`src/rtl/button_debouncer.sv`:
```
// Debounces one asynchronous button input, using rising edges of the divided
// clock div_q as the sampling tick. Outputs a clean level plus 1-cycle edge strobes.
//
// state     | meaning
// ----------+-----------------------------------------------------------
// STABLE_LO | committed level 0, synchronized input agrees
// WAIT_HI   | input went high, counting ticks before committing 1
// STABLE_HI | committed level 1, synchronized input agrees
// WAIT_LO   | input went low, counting ticks before committing 0
module button_debouncer #(
    parameter int STABLE_TICKS = 4,
    parameter int CNT_WIDTH    = 8,
    parameter bit RESET_LEVEL  = 1'b0
) (
    input  logic clk,
    input  logic rst,
    input  logic div_q,
    input  logic btn_in,
    output logic btn_level,
    output logic btn_rise,
    output logic btn_fall
);

    typedef enum logic [1:0] {
        STABLE_LO = 2'd0,
        WAIT_HI   = 2'd1,
        STABLE_HI = 2'd2,
        WAIT_LO   = 2'd3
    } state_t;

    localparam logic [CNT_WIDTH-1:0] CNT_LAST = CNT_WIDTH'(STABLE_TICKS - 1);
    localparam state_t RESET_STATE = RESET_LEVEL ? STABLE_HI : STABLE_LO;

    logic                 sync1_q, sync2_q;
    logic                 div_dly_q;
    logic                 s_in, tick;
    state_t               state_q, state_d;
    logic [CNT_WIDTH-1:0] count_q, count_d;
    logic                 level_q, level_d;
    logic                 rise_q, rise_d;
    logic                 fall_q, fall_d;

    assign s_in = sync2_q;
    assign tick = div_q & ~div_dly_q;

    always_ff @(posedge clk or negedge rst) begin
        if (!rst) begin
            sync1_q   <= RESET_LEVEL;
            sync2_q   <= RESET_LEVEL;
            div_dly_q <= 1'b0;
            state_q   <= RESET_STATE;
            count_q   <= '0;
            level_q   <= RESET_LEVEL;
            rise_q    <= 1'b0;
            fall_q    <= 1'b0;
        end else begin
            sync1_q   <= btn_in;
            sync2_q   <= sync1_q;
            div_dly_q <= div_q;
            state_q   <= state_d;
            count_q   <= count_d;
            level_q   <= level_d;
            rise_q    <= rise_d;
            fall_q    <= fall_d;
        end
    end

    always_comb begin
        state_d = state_q;
        count_d = count_q;
        level_d = level_q;
        rise_d  = 1'b0;
        fall_d  = 1'b0;
        unique case (state_q)
            STABLE_LO: begin
                count_d = '0;
                if (s_in) state_d = WAIT_HI;
            end
            WAIT_HI: begin
                // a bounce back low wins over a tick arriving in the same cycle
                if (!s_in) begin
                    state_d = STABLE_LO;
                    count_d = '0;
                end else if (tick) begin
                    if (count_q == CNT_LAST) begin
                        state_d = STABLE_HI;
                        level_d = 1'b1;
                        rise_d  = 1'b1;
                        count_d = '0;
                    end else begin
                        count_d = count_q + CNT_WIDTH'(1);
                    end
                end
            end
            STABLE_HI: begin
                count_d = '0;
                if (!s_in) state_d = WAIT_LO;
            end
            WAIT_LO: begin
                if (s_in) begin
                    state_d = STABLE_HI;
                    count_d = '0;
                end else if (tick) begin
                    if (count_q == CNT_LAST) begin
                        state_d = STABLE_LO;
                        level_d = 1'b0;
                        fall_d  = 1'b1;
                        count_d = '0;
                    end else begin
                        count_d = count_q + CNT_WIDTH'(1);
                    end
                end
            end
            default: begin
                state_d = RESET_STATE;
                count_d = '0;
            end
        endcase
    end

    assign btn_level = level_q;
    assign btn_rise  = rise_q;
    assign btn_fall  = fall_q;

endmodule

```
`config.mk`:
```
export PLATFORM = sky130hd
export DESIGN_NAME = button_debouncer
export DESIGN_NICKNAME = d
export VERILOG_FILES = /design/src/rtl/button_debouncer.sv
export SDC_FILE = /design/constraint.sdc
export NUM_CORES = 1
export LEC_CHECK = 0
export CAP_MARGIN = 15
export CORE_AREA = 2 2 39 41
export CTS_CLUSTER_DIAMETER = 100
export DETAILED_ROUTE_END_ITERATION = 10
export DIE_AREA = 0 0 41 43
export DONT_BUFFER_PORTS = 1
export PLACE_DENSITY = 0.7
export REMOVE_ABC_BUFFERS = 1
export SYNTH_ARGS = -nofsm -noshare
export SYNTH_HDL_FRONTEND = slang
export SYNTH_SLANG_ARGS = --single-unit
```
`constraint.sdc`:
```
create_clock -name clk -period 3.4 [get_ports clk]
set_input_delay 0.51 -clock clk [delete_from_list [all_inputs] [get_ports clk]]
set_output_delay 0.51 -clock clk [all_outputs]
set_load 0.005 [all_outputs]
```
==> summary.md, run 1 <==
| Metric | Value |
|---|---|
| Outcome | `completed` |
| Port-buffer cells | `0` |
| Power share of the sequential group | `59.8%` |
| Ys Warns | `0` |
| Top cells by area, synth | `dfrtp_1 (55%), a21oi_1 (3.4%), nand4_2 (3.4%)` |
| H-tree Lvls | `1` |
| CTS tree | `yes` |
| Hold path cells | `0` |
| Largest net degree at the start of global routing | `17` |
| Slew @ Worst Pin | `0.716 ns` |
| Vias per Instance | `5.82` |
| Setup crit start kind | `register` |
| Clock power frac | `37.0%` |
| Setup slack, reg-to-reg | `1.88 ns` |
| Worst Hold End | `sync1_q` |
| Final hold vios | `0` |
| Gp weighted congestion | `0.691` |
| Crit-path cells | `nor4_4 > nand4_2 > mux2_4` |
| # rows | `14` |
| Reg2reg start | `count_q[3]` |
| Post-route minimum period | `1.52 ns` |
| Avg WL per Cell | `14.9 um` |
| Post-synth cell types | `29` |
| Clock Pin Slew Worst Setup and Hold Paths | `0.09 ns` |
| Hold WS | `0.247 ns` |
| Peak VDD IR | `302 uV` |
| Critical path class | `register to register` |
| Asr flop ratio synth | `100%` |
| Die H | `43 um` |
| Critical Path Sink Type | `register` |
| First-pass GRT wire length | `2220 um` |
| CTS root buf | `clkbuf_4` |
| Commonest non-fill, non-tap cells in the layout | `dfrtp_1 (16), a21oi_1 (5), o21ai_0 (5)` |
| Final Setup Violations | `0` |
| Final Max Slew Viols | `0` |
| Post-CTS sizing | `0` |
| Crit path max-delay cell type | `dfrtp_1` |
| Die area | `1760 um^2` |
| Boundary pin count | `7` |
| Placed Cells | `79` |
| Sw frac | `20.0%` |
| Pleak | `0.000346 uW` |
| Yosys top cell area share | `54.9%` |
| DRT iter0 DRCs | `6` |
| Skew final | `0.00353 ns` |
| Top FF cell, synth | `dfrtp_1` |
| HPWL after DPL | `923 um` |
| Grt total ovfl | `0` |
| Share of layout cells above drive strength 1 | `17.6%` |
| Final Non-Filler Cells | `84` |
| Final period utilization | `44.6%` |
| Worst Path Arrival | `1.69 ns` |
| DRC Markers | `0` |
| Crit-path max FO | `6` |
| Fin Setup TNS | `0 ns` |
| Vias | `489` |
| Worst EP required | `3.57 ns` |
| Initial core utilization | `52.7%` |
| HP Start | `btn_in` |
| Post-synth EDFFs | `0` |
| Nets | `74` |
| Die Wd | `41 um` |
| Clk Latency, worst-skew pair | `0.28 ns` |
| Worst path max stage delay | `0.46 ns` |
| Commonest non-fill, non-tap cell in the layout | `dfrtp_1` |
| Net Switching | `65.5 uW` |
| Internal | `262 uW` |
| Antenna violations before repair | `0` |
| Vias in the first global route | `521` |
| Pwr Density | `411 nW/um^2` |
| Seq cells post-synth | `16` |
| Max Fclk | `660 MHz` |
| Syn_area_per_cell | `11.6 um^2` |
| Logic pwr share | `3.2%` |
| Fill count | `117` |
| Antenna Nets Post-Route | `0` |
| Type of the worst min-delay path | `primary input to register` |
| Slew margin rel. | `52.1%` |
| Mapped Area | `729 um^2` |
| Unrepaired setup endpoints after global routing | `no` |
| Placeable Area | `1380 um^2` |
| Post-Syn Instances | `63` |
| CTS sink cnt | `16` |
| Tot GR Track Use | `19.3%` |
| Max Root-Sink Buffers | `2` |
| WL final | `1250 um` |
| Max Cap Viol | `0` |
| Post-synthesis sequential area ratio | `54.9%` |
| Antenna cells | `0` |
| DRT Pass-1 Iters | `4` |
| Num CTS Buffers | `3` |
| Total power | `327 uW` |
| Cell taking the most area after synthesis | `dfrtp_1` |
| Layout area overhead | `9.09%` |
| Worst r2r path cells | `3` |
-- metrics by stage --
| stage | setup slack [ns] | instance area, um^2 | util (%) |
|---|---|---|---|
| 6_report | 1.88 | 796 | 57.5 |
| 5_1_grt | 1.80 | 796 | 57.5 |
| 4_1_cts | 1.89 | 796 | 57.5 |
| 3_5_place_dp | 1.91 | 749 | 54.2 |
| 3_3_place_gp | 1.95 | 749 | 54.2 |
| 2_1_floorplan | 2.01 | 729 | - |
-- final cells by class --
| type | instances | area (um^2) | area share [%] |
|---|---|---|---|
| clock buffers | 4 | 36.3 | 4.56 |
| well taps | 16 | 20.0 | 2.52 |
| repair buffers | 1 | 10.0 | 1.26 |
| inverters | 4 | 15.0 | 1.89 |
| flip-flops and latches | 16 | 400 | 50.3 |
| multi-input cells | 43 | 314 | 39.5 |
-- layer usage --
metal	share of wire, %	GRT usage, %	wire (um)
met1	46	26.8	574
met2	49	25.9	615
met3	2.6	5.24	33
met4	2.4	12.0	30
met5	0	0	0
-- flip-flops by register name, summed over array words and instances, names as in the netlist, named ones only --
| register | cells |
|---|---|
| state_q | 1 |
| s_in | 1 |
| btn_level | 1 |
| sync1_q | 1 |
| count_q | 8 |
| btn_rise | 1 |
| div_dly_q | 1 |
| btn_fall | 1 |
-- how the worst max path moves through the flow --
| stage | start | to | slack, ns | cells past startpoint |
|---|---|---|---|---|
| 2_1_floorplan | count_q[3] | register | 2.01 | 3 |
| 3_3_place_gp | count_q[3] | register | 1.95 | 3 |
| 3_5_place_dp | count_q[3] | register | 1.91 | 3 |
| 5_1_grt | count_q[3] | register | 1.80 | 3 |
| 4_1_cts | count_q[3] | register | 1.89 | 3 |
| 6_report | count_q[3] | register | 1.88 | 3 |
-- power by group through the flow --
| stage | Sequential, uW | Clock [uW] | Combinational [uW] |
|---|---|---|---|
| 6_report | 196 | 121 | 10.5 |
| 5_1_grt | 196 | 134 | 12.2 |
| 4_1_cts | 196 | 124 | 11.0 |
| 3_5_place_dp | 199 | 0 | 6.31 |
| 3_3_place_gp | 199 | 0 | 6.15 |
| 2_1_floorplan | 199 | 0 | 5.22 |
-- cells in the mapped netlist (2+ instances only) --
cell type   n
nor3_1      2
inv_1       4
dfrtp_1    16
o21ai_0     5
or3_2       2
nand2_1     4
nand4_2     2
nor2_1      2
or3_1       2
a21oi_1     5
-- kinds of logic (layout without fill, tap and decap cells) --
group / Yosys count / count (layout) / share of synthesized area (%)
adder cells (fa/ha/maj): 1 / 1 / 1.71
buffers and inverters: 4 / 9 / 2.06
XOR/XNOR: 2 / 2 / 2.40
flip-flops: 16 / 16 / 54.9
AO/OA/AOI/OAI: 15 / 15 / 12.7
multiplexers: 2 / 2 / 3.43
AND/OR/NAND/NOR: 23 / 23 / 22.8
-- worst max-delay path: cells and delay by family, from the launching register on --
| kind | cells | cell delay, ns |
|---|---|---|
| and+or+nand+nor | 2 | 0.61 |
| muxes | 1 | 0.34 |
| DFF | 1 | 0.46 |
-- timing repair --
item / in CTS / in global routing
hold buffers: 1 / 0
setup buffers: 0 / 0
hold endpoints to repair: 16 / 0
endpoints found under the setup margin: 0 / 0
Note: power is estimated with default switching activity, not from simulation.
==> inputs of run 2 (changes only) <==
Clock period 3.4 ns to 1.4 ns, I/O delays scaled along.
==> run 2 against run 1 <==
Net effect:
- first-iteration DRC count increased by 50%
- combinational power increased to 3.1 times the previous value
- setup slack got worse by 1.9 ns
- utilization increased by 9.0 points
- final cell count increased by 13%
- critical path type unchanged
==> summary.md, run 2 (same netlist as run 1, synthesis figures left out) <==
| Metric | Value |
|---|---|
| Outcome | `completed` |
| DRC Markers | `0` |
| Antenna violations before repair | `0` |
| Final hold vios | `0` |
| Pre-CTS WS | `-0.00167 ns` |
| Unrepaired setup endpoints after global routing | `yes` |
| Max Fclk | `716 MHz` |
| Slew @ Worst Pin | `0.687 ns` |
| Max Root-Sink Buffers | `2` |
| Skew final | `0.00597 ns` |
| Final Max Slew Viols | `0` |
| Clock power frac | `31.8%` |
| Die H | `43 um` |
| Placeable Area | `1380 um^2` |
| Net Switching | `163 uW` |
| Logic pwr share | `4.4%` |
| Fill count | `108` |
| Vias | `542` |
| Gp weighted congestion | `0.729` |
| CTS sink cnt | `16` |
| Commonest non-fill, non-tap cells in the layout | `dfrtp_1 (14), buf_4 (8), o21ai_0 (5)` |
| Commonest non-fill, non-tap cell in the layout | `dfrtp_1` |
| Antenna Nets Post-Route | `0` |
| Clk Latency, worst-skew pair | `0.28 ns` |
| Die Wd | `41 um` |
| Final Setup Violations | `0` |
| Post-route minimum period | `1.40 ns` |
| Tot GR Track Use | `21.1%` |
| Initial core utilization | `52.7%` |
| Share of layout cells above drive strength 1 | `36.7%` |
| Sw frac | `21.8%` |
| Worst Path Arrival | `1.61 ns` |
| Max reg flops | `8` |
| Setup ws final | `0.00286 ns` |
| First-pass GRT wire length | `2440 um` |
| Largest reg by FF count | `count_q` |
| Layout area overhead | `26.1%` |
| WL final | `1430 um` |
| Slew margin rel. | `54.0%` |
| # rows | `14` |
| CTS tree | `yes` |
| H-tree Lvls | `1` |
| Power share of the sequential group | `63.8%` |
| Die area | `1760 um^2` |
| CTS root buf | `clkbuf_4` |
| Pleak | `0.000394 uW` |
| Type of the worst min-delay path | `primary input to register` |
| Grt total ovfl | `0` |
| Critical path class | `register to register` |
| Finished Cell Area | `920 um^2` |
| Worst EP required | `1.61 ns` |
| Vias per Instance | `5.71` |
| DRT iter0 DRCs | `9` |
| Largest net degree at the start of global routing | `17` |
| Setup crit start kind | `register` |
| Port-buffer cells | `0` |
| Peak VDD IR | `685 uV` |
| Clock Pin Slew Worst Setup and Hold Paths | `0.09 ns` |
| Nets | `86` |
| DRT Pass-1 Iters | `4` |
| HPWL after DPL | `997 um` |
| Placed cell areas | `795 um^2` |
| Total power | `746 uW` |
| Antenna cells | `0` |
| Crit-path max FO | `4` |
| Avg WL per Cell | `15.1 um` |
| Num CTS Buffers | `3` |
| Pwr Density | `811 nW/um^2` |
| Max Cap Viol | `0` |
| Internal | `583 uW` |
| Critical Path Sink Type | `register` |
| Vias in the first global route | `593` |
| Boundary pin count | `7` |
| Final period utilization | `99.8%` |
| Hold WS | `0.263 ns` |
==> run 2: area by class of cell <==
type | count | area, um^2 | share of cell area (%)
multi-input combinational | 43 | 347 | 37.7
clock buffer | 3 | 22.5 | 2.45
inverter | 4 | 15.0 | 1.63
timing repair buffer | 13 | 113 | 12.2
tap | 16 | 20.0 | 2.18
sequential | 16 | 403 | 43.8
==> run 2: per-layer routing <==
metal | GRT usage [%] | vias to the layer above | share of wire, %
met2 | 32.8 | 6 | 54
met5 | 0 | - | 0
met3 | 5.24 | 4 | 2.4
met1 | 25.2 | 269 | 41
met4 | 12.0 | 0 | 2.6
li1 | - | 263 | -
==> run 2: critical path, cell delays in order, from the launching register on <==
cell,delay [ns]
dfrtp_1,0.38
ha_2,0.18
nand3b_1,0.13
or3_2,0.49
a21oi_2,0.15
==> run 2: timing repair <==
| action | CTS | global route |
|---|---|---|
| endpoints found under the setup margin | 4 | 10 |
| hold buffers | 3 | 0 |
| hold endpoints to repair | 18 | 0 |
| setup buffers | 1 | 3 |
| resized for setup | 6 | 5 |
| pin swaps | 3 | 5 |
==> run 2: metrics by stage <==
stage | setup TNS, ns | utilization [%] | instances
6_report | 0 | 66.5 | 95
5_1_grt | -0.360 | 66.5 | 95
4_1_cts | -0.000563 | 63.7 | 92
3_5_place_dp | -0.00240 | 57.4 | 85
3_3_place_gp | 0 | 57.4 | 85
2_1_floorplan | 0 | - | 63
==> run 2: path summary, 6_finish.rpt <==
path / from / end / slack, ns / depth (start not counted)
setup / recovery: count_q[1] / count_q[6] / 0.003 / 4
hold / removal: div_q / count_q[4] / 0.26 / 3
setup reg to reg: count_q[1] / count_q[6] / 0.003 / 4
hold reg to reg: sync1_q / s_in / 0.37 / 0
max in group asynchronous: rst / count_q[4] / 0.52 / 1
min in group asynchronous: rst / count_q[3] / 0.40 / 1
==> run 2: power groups by stage <==
| stage | Sequential [uW] | Clock (uW) | Combinational (uW) |
|---|---|---|---|
| 2_1_floorplan | 483 | 0 | 12.7 |
| 3_3_place_gp | 484 | 0 | 16.4 |
| 3_5_place_dp | 484 | 0 | 17.0 |
| 4_1_cts | 475 | 240 | 33.1 |
| 5_1_grt | 477 | 273 | 37.5 |
| 6_report | 475 | 237 | 32.9 |
